--- config.mk ---
export PLATFORM = sky130hd
export DESIGN_NAME = pc_call_stack
export DESIGN_NICKNAME = d
export VERILOG_FILES = /design/src/rtl/pc_call_stack.sv
export SDC_FILE = /design/constraint.sdc
export NUM_CORES = 1
export LEC_CHECK = 0
export CAP_MARGIN = 20
export CORE_ASPECT_RATIO = 1.5
export CORE_MARGIN = 1.5
export CORE_UTILIZATION = 45
export CTS_CLUSTER_SIZE = 20
export DETAILED_ROUTE_END_ITERATION = 12
export PLACE_DENSITY = 0.69
export SYNTH_ARGS = -nofsm -noshare
export SYNTH_HDL_FRONTEND = slang
export SYNTH_SLANG_ARGS = --single-unit
export TNS_END_PERCENT = 1
--- constraint.sdc ---
create_clock -name clk -period 2.5 [get_ports clk]
set_input_delay 0.5 -clock clk [delete_from_list [all_inputs] [get_ports clk]]
set_output_delay 0.5 -clock clk [all_outputs]
set_load 0.1 [all_outputs]
--- src/rtl/pc_call_stack.sv ---
// Fetch-stage program counter with load, increment, relative branch and a
// return-address stack for call/return. Overflow/underflow are sticky.
module pc_call_stack #(
    parameter int             N         = 8,
    parameter int             DEPTH     = 4,
    parameter logic [N-1:0]   RESET_VEC = '0
) (
    input  logic                         clk,
    input  logic                         rst_n,
    input  logic [N-1:0]                 pc_data,
    input  logic [N-1:0]                 offset,
    input  logic                         pc_load,
    input  logic                         pc_inc,
    input  logic                         pc_branch,
    input  logic                         call,
    input  logic                         ret,
    output logic [N-1:0]                 pc_out,
    output logic [$clog2(DEPTH+1)-1:0]   depth,
    output logic                         stack_full,
    output logic                         stack_empty,
    output logic                         ovf_err,
    output logic                         unf_err
);

    localparam int              DW      = $clog2(DEPTH + 1);
    localparam int              AW      = (DEPTH > 1) ? $clog2(DEPTH) : 1;
    localparam logic [DW-1:0]   DEPTH_W = DW'(DEPTH);

    typedef enum logic [2:0] {
        OP_HOLD,
        OP_CALL,
        OP_RET,
        OP_LOAD,
        OP_BRANCH,
        OP_INC
    } op_e;

    op_e            op;
    logic [N-1:0]   stack [DEPTH];
    logic [N-1:0]   pc_nxt;
    logic [N-1:0]   pc_plus1;
    logic [DW-1:0]  depth_nxt;
    logic [AW-1:0]  push_idx;
    logic [AW-1:0]  top_idx;
    logic           push;
    logic           ovf_set;
    logic           unf_set;

    // The depth counter doubles as the stack pointer: next free slot / top entry.
    assign pc_plus1 = pc_out + N'(1);
    assign push_idx = AW'(depth);
    assign top_idx  = AW'(depth - 1'b1);

    // Only the highest-priority asserted control acts in a given cycle.
    always_comb begin
        // NOTE: every variable gets a default first so no path leaves it unassigned (no latch).
        op = OP_HOLD;
        if (call)           op = OP_CALL;
        else if (ret)       op = OP_RET;
        else if (pc_load)   op = OP_LOAD;
        else if (pc_branch) op = OP_BRANCH;
        else if (pc_inc)    op = OP_INC;
    end

    always_comb begin
        pc_nxt    = pc_out;
        depth_nxt = depth;
        push      = 1'b0;
        ovf_set   = 1'b0;
        unf_set   = 1'b0;
        case (op)
            OP_CALL: begin
                if (!stack_full) begin
                    push      = 1'b1;
                    depth_nxt = depth + 1'b1;
                    pc_nxt    = pc_data;
                end else begin
                    ovf_set = 1'b1;
                end
            end
            OP_RET: begin
                if (!stack_empty) begin
                    depth_nxt = depth - 1'b1;
                    pc_nxt    = stack[top_idx];
                end else begin
                    unf_set = 1'b1;
                end
            end
            OP_LOAD:   pc_nxt = pc_data;
            // Same-width add: sign extension at N bits is implicit and wrap is silent.
            OP_BRANCH: pc_nxt = pc_out + offset;
            OP_INC:    pc_nxt = pc_plus1;
            default:   ;
        endcase
    end

    always_ff @(posedge clk) begin
        // NOTE: sequential state uses non-blocking assignments so all registers update together.
        if (!rst_n) begin
            pc_out      <= RESET_VEC;
            depth       <= '0;
            stack_full  <= 1'b0;
            stack_empty <= 1'b1;
            ovf_err     <= 1'b0;
            unf_err     <= 1'b0;
        end else begin
            pc_out      <= pc_nxt;
            depth       <= depth_nxt;
            stack_full  <= (depth_nxt == DEPTH_W);
            stack_empty <= (depth_nxt == '0);
            ovf_err     <= ovf_err | ovf_set;
            unf_err     <= unf_err | unf_set;
        end
    end

    // NOTE: entry storage is deliberately not reset; depth alone decides which entries are valid.
    always_ff @(posedge clk) begin
        if (rst_n && push) begin
            stack[push_idx] <= pc_plus1;
        end
    end

endmodule

; ---- Yosys cells after proc, flatten, opt, wreduce, memory -nomap -nowiden
; Memory sizes are Yosys's and may differ from the RTL's.
; Index checks and enable logic that the tools add are counted.
[op_classes]
addsub = 4
eq_ne = 8
n_mux = 19
n_bitwise = 2
reduce_logical = 4
[ops]
columns = cell, count
row1 = $pmux W8 S5, 1
row2 = $mux W3, 7
row3 = $mux W8, 2
row4 = $eq A3 B3 Y1 const B, 3
row5 = $add A8 B1 Y8 const B, 1
row6 = $add A8 B8 Y8, 1
row7 = $mux W1, 8
row8 = $eq A3 B2 Y1 const B, 2
row9 = $pmux W3 S2, 1
row10 = $reduce_bool A5 Y1, 1
row11 = $ne A2 B2 Y1 const B, 2
row12 = $add A3 B1 Y3 const B, 1
row13 = $eq A3 B1 Y1 const B, 1
row14 = $logic_not A3 Y1, 1
row15 = $reduce_and A3 Y1, 1
row16 = $sub A3 B1 Y3 const B, 1
row17 = $or A1 B1 Y1, 2
row18 = $logic_and A1 B1 Y1, 1
[totals]
reg_bits = 15
ramBits = 32
input_bits = 23
out_inout_bits = 15
word_cells = 44
memories = 1
[mem_list]
columns = memory, depth, word_bits, rd, rd_clocked_by_memory_dff, wr, line_no
row1 = stack, 4, 8, 1, 0, 1, 39  ; logic [N-1:0] stack [DEPTH];

; ---- Depth between registers and ports, before layout
; Gate-level depths: netlist of run 1.
[logic_depth]
depth_word = 10
mapped_depth = 8
ltp_nobuf = 7

; ---- Least setup slack after synthesis of run 1
; OpenSTA, ideal clock, no wires.
[synth_timing]
kind = reg2reg
startpoint = reg depth[0]
endpoint = reg pc_out[3]
setup_time_ps = 131
arrival_ps = 2946
t_required_ps = 2369
slack_ps = -578
stages_incl_launch_ff = 8
n_path_buf = 2
period_less_slack_ps = 3078
cell_sequence = dfxtp_1 > buf_2 > inv_1 > ha_1 > clkbuf_1 > mux4_2 > a222oi_1 > a31oi_1
[synth_via]
elab_chain_cells = 4
[synth_rtl]
columns = element, line_no
row1 = start: declaration, 18  ; output logic [$clog2(DEPTH+1)-1:0] depth,
row2 = start signal: assignment, 108  ; depth <= depth_nxt;
row3 = $sub A3 B1 Y3, -
row4 = $mem_v2 Z4 W8, -
row5 = $mux W8, 82  ; if (!stack_empty) begin
row6 = $pmux W8 S5, 71  ; case (op)
row7 = end signal: assignment, 107  ; pc_out <= pc_nxt;
row8 = end: declaration, 17  ; output logic [N-1:0] pc_out,
; Every way passes these cells. The select of a mux whose other input is x is not followed.
; A chain may end at the register's enable or synchronous reset.

; ---- Worst setup path in the final report of run 1
[layout_timing]
startpoint = in offset[0]
endpoint = reg pc_out[4]
[layout_via]
elab_chain_cells = 2
[layout_rtl]
columns = element, line_no
row1 = start: declaration, 11  ; input logic [N-1:0] offset,
row2 = $add A8 B8 Y8, 91  ; OP_BRANCH: pc_nxt = pc_out + offset;
row3 = $pmux W8 S5, 71
; Every way passes these cells.

==> key figures, run 1 <==
Cells and area
  – Layout cells sized above 1: 20.5%
  – Area growth from synthesis to layout: 25.1%
  – Non-Filler Instances: 317
  – Area of the multi-input gates: 1100 sq um
  – Commonest non-fill, non-tap cell in the layout: edfxtp_1
  – Reg area: 1270 sq um
  – Final nets: 284
  – Filler Cell Count: 426
  – N_diodes: 0
  – Commonest non-fill, non-tap cells in the layout: edfxtp_1, buf_4, clkdlybuf4s50_1, a21oi_1, dfxtp_1

Yosys
  – Largest cells by area after synthesis: edfxtp_1, dfxtp_1, mux4_2, ha_1, a21oi_1
  – Register area share after synthesis: 52.0%
  – Syn avg cell area: 12.4 sq um
  – Synth Net Count: 231
  – Count of cell types in the netlist: 45
  – Cell taking the most area after synthesis: edfxtp_1
  – Post-synth EDFFs: 32
  – Register bit total from synthesis: 47
  – Cells after synthesis: 195
  – Post-synth top area share: 39.6%
  – Top_reg_cell synth: edfxtp_1
  – Syn. warnings: 0
  – Async SR Flop Fraction: 0%
  – Mapped cell area: 2430 sq um

Power
  – Clock Power Share: 23.2%
  – Internal Pwr Total: 1.38 mW
  – VDD IR max: 404 uV
  – Pwr dens: 717 nW/um^2
  – Part of the power in registers: 43.7%
  – Switch Pwr: 0.802 mW
  – Switch share: 36.8%
  – Leak: 1.16 nW
  – Combinational Power Share: 33.1%

Worst hold path
  – HP Class: register to register

Clocking
  – Hold-fix buffers, CTS: 0
  – CTS tree: done
  – Clock latency on the worst-skew pair: 0.31 ns
  – Post-CTS sizing: 0
  – H-tree Lvls: 2
  – CTS sink cnt: 47
  – Cts bufs inserted: 5
  – Clock slew at reported path FFs: 0.10 ns
  – Clk root buf: clkbuf_8
  – Clock buffer depth: 2
  – Postcts setup bufs: 0

Global route
  – GRT Resource Usage Total: 20.7%
  – Vias in the first global route: 1,875
  – Overflow after GRT: 0
  – Largest net degree at the start of global routing: 19
  – First-pass GRT wire length: 9170 microns
  – Initial antenna violation count: 0

Status
  – Status: finished, final reports clean

STA
  – Final worst path period need: 2.18 ns
  – Fin Setup TNS: 0 ns
  – Max Clk Rate: 0.458 GHz
  – Setup slack after layout: 0.317 ns
  – Fin crit share: 87.3%
  – Worst slew pin tran: 0.419 ns
  – Final hold vios: 0
  – Layout Skew: 0.00955 ns
  – Slew Limit Fails: 0
  – # setup viols final: 0
  – RSZ-0062 raised after global routing: no
  – Worst relative slew slack: 71.3%

Route
  – ANT nets after route: 0
  – Routed wire length: 5620 microns
  – Pre-antenna DRT Iters: 4
  – Via count: 1,804
  – Vias per inst: 5.69
  – Drt drc: 0
  – Routed length per placed instance: 17.7 microns
  – Starting DRT DRC Count: 135

Worst setup path
  – Worst setup SP type: input pin
  – Data arrival time of the critical path: 2.39 ns
  – Worst path slowest cell: clkdlybuf4s50_1
  – CP most frequent cell: a21oi_1
  – Crit path max fanout: 2
  – Kind of critical path: input pin to register
  – Critical Path RT: 2.71 ns
  – Crit end category: register
  – CP peak stage delay: 0.41 ns
  – Cells along the critical path: clkdlybuf4s50_1, ha_1, fa_1, a21o_1, a21oi_1, xnor2_1, a221oi_1, a21oi_1

Floorplan
  – Num ports: 38
  – FP Rows: 32
  – Core area: 5160 sq um
  – Die Area: 5850 sq um
  – Die Y-Extent: 93.0 microns
  – Initial Utilization: 47.0%
  – Chip Width: 63.0 microns

Place
  – Pre-CTS setup slack: -0.0243 ns
  – HPWL Detailed: 4280 microns
  – Port-buffer cells: 37
  – Routability cong.: 0.818
  – Cells after DPL: 309

Job
  – Max-cap violation count: 0
[critical path, delay by kind of cell]
kind                       cells  cell delay [ns]
buffers and inverters          1             0.41
AOI/OAI and AO/OA              4             0.79
adders and majority gates      2             0.61
xor gates and xnor gates       1             0.08
[stage by stage]
stage | hold slack [ns] | cell area (sq um) | power (mW) | util (%)
final | 0.478 | 3040 | 2.18 | 58.8
after global routing | 0.507 | 3040 | 2.29 | 58.8
after CTS | 0.481 | 3040 | 2.20 | 58.8
after detailed placement | 0.459 | 2940 | 1.69 | 56.9
after global placement | 0.453 | 2940 | 1.68 | 56.9
after floorplan | 0.638 | 2430 | 1.48 | -
[cell families after synthesis]
| kind of cell | after synthesis | share of synthesized area (%) |
|---|---|---|
| flip-flops | 47 | 52.0 |
| AO/OA/AOI/OAI | 55 | 15.7 |
| adder cells (fa/ha/maj) | 13 | 7.01 |
| XOR/XNOR | 11 | 3.97 |
| buffers and inverters | 13 | 2.78 |
| AND/OR/NAND/NOR | 47 | 10.8 |
| multiplexers | 9 | 7.83 |
[synthesized netlist by cell type, types with 2 or more instances]
cell type,number
clkbuf_1,2
nand4_1,2
o221ai_1,4
xnor2_1,5
o21ai_0,7
and2_1,4
dfxtp_1,15
o21a_1,2
a211o_1,2
a21o_1,4
buf_2,2
buf_6,2
nor2b_1,4
nand3_1,6
and3_1,7
nor3_1,4
nor2_1,7
a221oi_1,4
a21oi_1,16
a222oi_1,2
mux4_2,8
edfxtp_1,32
ha_1,12
nand2_1,7
a31oi_1,5
inv_1,6
xor2_1,6
[state kept, by name, indices dropped and copies added, names as in the netlist]
| name | cells |
|---|---|
| unf_err | 1 |
| pc_out | 8 |
| stack_empty | 1 |
| stack | 32 |
| stack_full | 1 |
| depth | 3 |
| ovf_err | 1 |
[metal layers]
| metal | track usage, % | part of all wire [%] | vias to the layer above |
|---|---|---|---|
| li1 | - | - | 874 |
| met1 | 23.3 | 40 | 882 |
| met2 | 37.4 | 55 | 38 |
| met3 | 3.52 | 3.0 | 10 |
| met4 | 10.2 | 2.5 | 0 |
| met5 | 0 | 0 | - |
[power by group through the flow]
stage	Sequential [mW]	Combinational, mW	Clock, mW
6_report	0.951	0.721	0.505
3_3_place_gp	0.967	0.715	0
3_5_place_dp	0.969	0.723	0
4_1_cts	0.951	0.726	0.518
2_1_floorplan	1.17	0.304	0
5_1_grt	0.960	0.776	0.551
[final cells by class]
cell class / instances / share of cell area [%]
timing repair buffer: 53 / 15.3
sequential: 47 / 41.7
clock buffer: 5 / 2.27
clock inverter: 3 / 0.948
tap: 68 / 2.80
inverter: 6 / 0.742
multi-input combinational: 135 / 36.2
[path summary, 6_finish.rpt]
| check | startpoint | end | slack [ns] | cells past startpoint |
|---|---|---|---|---|
| worst max-delay path | offset[0] | pc_out[4]$_SDFFE_PN0P_ | 0.32 | 8 |
| worst max register to register | depth[1]$_SDFF_PN0_ | pc_out[0]$_SDFFE_PN0P_ | 0.42 | 7 |
| worst min register to register | ovf_err$_SDFF_PN0_ | ovf_err$_SDFF_PN0_ | 0.48 | 1 |
| worst min-delay path | ovf_err$_SDFF_PN0_ | ovf_err$_SDFF_PN0_ | 0.48 | 1 |
(Power assumes the default switching activity.)
==> inputs of run 2 (changes only) <==
- GPL_ROUTABILITY_DRIVEN: not set -> 0
==> results of run 2 <==
Final layout, timing and power as in run 1 (identical DEF).
==> inputs of run 3 (changes only) <==
- SETUP_SLACK_MARGIN: not set -> 0.15
==> run 3 against run 2 <==
Net effect: largest cell class unchanged; hold slack worse by 0.0041 ns; first-iteration DRC count down 25%; worst setup slack worse by 0.019 ns; count of clock-buffer cells in the layout up 1; largest power group unchanged; clock power up 8.3%; critical path type unchanged; critical endpoint unchanged; global-route usage down 0.79 points.
==> key figures, run 3 (synthesis results as in run 1) <==
Clocking
  – H-tree Lvls: 2
  – Postcts setup bufs: 0
  – CTS tree: done
  – Clock latency on the worst-skew pair: 0.30 ns
  – Post-CTS sizing: 0
  – Clock slew at reported path FFs: 0.10 ns
  – CTS sink cnt: 47
  – Cts bufs inserted: 5
  – Clk root buf: clkbuf_8
  – Clock buffer depth: 2
  – Hold-fix buffers, CTS: 0

Power
  – Switch Pwr: 0.756 mW
  – VDD IR max: 411 uV
  – Pwr dens: 727 nW/um^2
  – Part of the power in registers: 43.3%
  – Switch share: 34.2%
  – Internal Pwr Total: 1.46 mW
  – Combinational Power Share: 32.0%
  – Clock Power Share: 24.7%
  – Leak: 1.15 nW

Route
  – Routed wire length: 5470 microns
  – Via count: 1,792
  – ANT nets after route: 0
  – Starting DRT DRC Count: 101
  – Drt drc: 0
  – Routed length per placed instance: 17.5 microns
  – Pre-antenna DRT Iters: 4
  – Vias per inst: 5.73

Worst setup path
  – Worst path slowest cell: clkdlybuf4s50_1
  – Buf/Inv on CP: 1
  – Worst setup SP type: input pin
  – R2R cell count: 6
  – Crit end category: register
  – Flop-to-flop setup slack: 0.53 ns
  – CP most frequent cell: a21oi_1
  – Critical Path RT: 2.69 ns
  – CP delay by family, top: compound AO/OA/AOI/OAI gates
  – Data arrival time of the critical path: 2.40 ns
  – CP startpoint: offset[0]
  – Critical R2R Launch: depth[0]$_SDFF_PN0_
  – Kind of critical path: input pin to register
  – Reg2reg end: pc_out[3]$_SDFFE_PN0P_
  – CP peak stage delay: 0.40 ns
  – Crit path max fanout: 2
  – Cells along the critical path: clkdlybuf4s50_1, ha_1, fa_1, a21o_1, a21oi_1, xnor2_1, a221oi_1, a21oi_1

Global route
  – Vias in the first global route: 1,887
  – Largest net degree at the start of global routing: 16
  – GRT Resource Usage Total: 19.9%
  – Overflow after GRT: 0
  – Initial antenna violation count: 0
  – First-pass GRT wire length: 8880 microns

Cells and area
  – Area of the multi-input gates: 1100 sq um
  – Reg area: 1270 sq um
  – Biggest regs: stack (32), pc_out (8), depth (3)
  – Filler Cell Count: 415
  – Fin util: 58.9%
  – Commonest non-fill, non-tap cells in the layout: edfxtp_1, buf_4, clkdlybuf4s50_1, a21oi_1
  – Area growth from synthesis to layout: 25.4%
  – Max reg flops: 32
  – Post-route cell area: 3040 sq um
  – N_diodes: 0
  – Final nets: 280
  – Layout cells sized above 1: 19.2%
  – Most flops, register: stack
  – Commonest non-fill, non-tap cell in the layout: edfxtp_1

Place
  – HPWL Detailed: 4120 microns
  – Area of placed instances: 2930 sq um
  – Port-buffer cells: 37

Floorplan
  – Initial Utilization: 47.0%
  – FP Rows: 32
  – Die Y-Extent: 93.0 microns
  – Die Area: 5850 sq um
  – Core area: 5160 sq um
  – Chip Width: 63.0 microns
  – Num ports: 38

STA
  – RSZ-0062 raised after global routing: no
  – Layout Skew: 0.0144 ns
  – # setup viols final: 0
  – Fin crit share: 88.1%
  – Final worst path period need: 2.20 ns
  – Final hold vios: 0
  – Worst relative slew slack: 69.4%
  – Slew Limit Fails: 0
  – Hold Slack: 0.473 ns
  – Worst slew pin tran: 0.457 ns
  – Max Clk Rate: 0.454 GHz

Worst hold path
  – Hold endpoint: ovf_err$_SDFF_PN0_
  – Hold Startpoint: ovf_err$_SDFF_PN0_
  – HP Class: register to register
  – Hold-critical path depth: 1

Job
  – Max-cap violation count: 0

Status
  – Status: finished, final reports clean
-- run 3: cell types whose count changed in the layout (fill, tap and decap cells not counted) --
| cell | previous run | this run |
|---|---|---|
| buf_4 | 30 | 24 |
| buf_12 | 1 | 3 |
| inv_6 | 2 | 0 |
| bufinv_16 | 0 | 1 |
| clkbuf_1 | 0 | 1 |
| clkinvlp_4 | 0 | 1 |
| dfxtp_1 | 13 | 12 |
| dfxtp_2 | 1 | 2 |
| inv_8 | 1 | 0 |
-- run 3: worst max path at each step --
stage / endpoint / slack, ns / cells past startpoint
6_report: pc_out[4]$_SDFFE_PN0P_ / 0.30 / 8
3_3_place_gp: pc_out[4]$_SDFFE_PN0P_ / 0.03 / 8
4_1_cts: pc_out[4]$_SDFFE_PN0P_ / 0.30 / 8
5_1_grt: pc_out[4]$_SDFFE_PN0P_ / 0.19 / 8
2_1_floorplan: pc_out[3]$_SDFFE_PN0P_ / 0.14 / 7
3_5_place_dp: pc_out[4]$_SDFFE_PN0P_ / -0.01 / 8
-- run 3: power by group through the flow --
| stage | clock network [mW] | registers, mW | logic (mW) |
|---|---|---|---|
| 2_1_floorplan | 0 | 1.18 | 0.305 |
| 3_3_place_gp | 0 | 0.975 | 0.702 |
| 3_5_place_dp | 0 | 0.977 | 0.709 |
| 4_1_cts | 0.564 | 0.959 | 0.712 |
| 5_1_grt | 0.589 | 0.966 | 0.757 |
| 6_report | 0.547 | 0.958 | 0.709 |
-- run 3: worst reg2reg max path, cell delays in order (launching register included) --
cell,delay (ns)
dfxtp_4,0.41
inv_1,0.10
ha_1,0.31
buf_4,0.20
mux4_2,0.32
a222oi_1,0.38
a31oi_1,0.14
-- run 3: stage by stage --
stage | power [mW] | setup WS (ns) | TNS [ns] | std cells
floorplan | 1.48 | 0.143 | 0 | 195
global placement | 1.68 | 0.0268 | 0 | 305
detailed placement | 1.69 | -0.00985 | -0.00985 | 305
CTS | 2.23 | 0.304 | 0 | 313
global route | 2.31 | 0.194 | 0 | 313
finish | 2.21 | 0.298 | 0 | 313
-- run 3: metal layers --
metal	vias to the layer above	routed length, microns	global-route usage [%]
met3	8	143	3.65
met5	-	0	0
met4	0	99	10.0
met1	885	2240	21.5
li1	865	-	-
met2	34	2990	36.7
-- run 3: area by class of cell --
| type | count | area share [%] |
|---|---|---|
| timing repair buffer | 49 | 15.1 |
| clock inverter | 2 | 1.23 |
| tap | 68 | 2.79 |
| inverter | 6 | 0.740 |
| clock buffer | 6 | 2.38 |
| sequential | 47 | 41.6 |
| multi-input combinational | 135 | 36.1 |
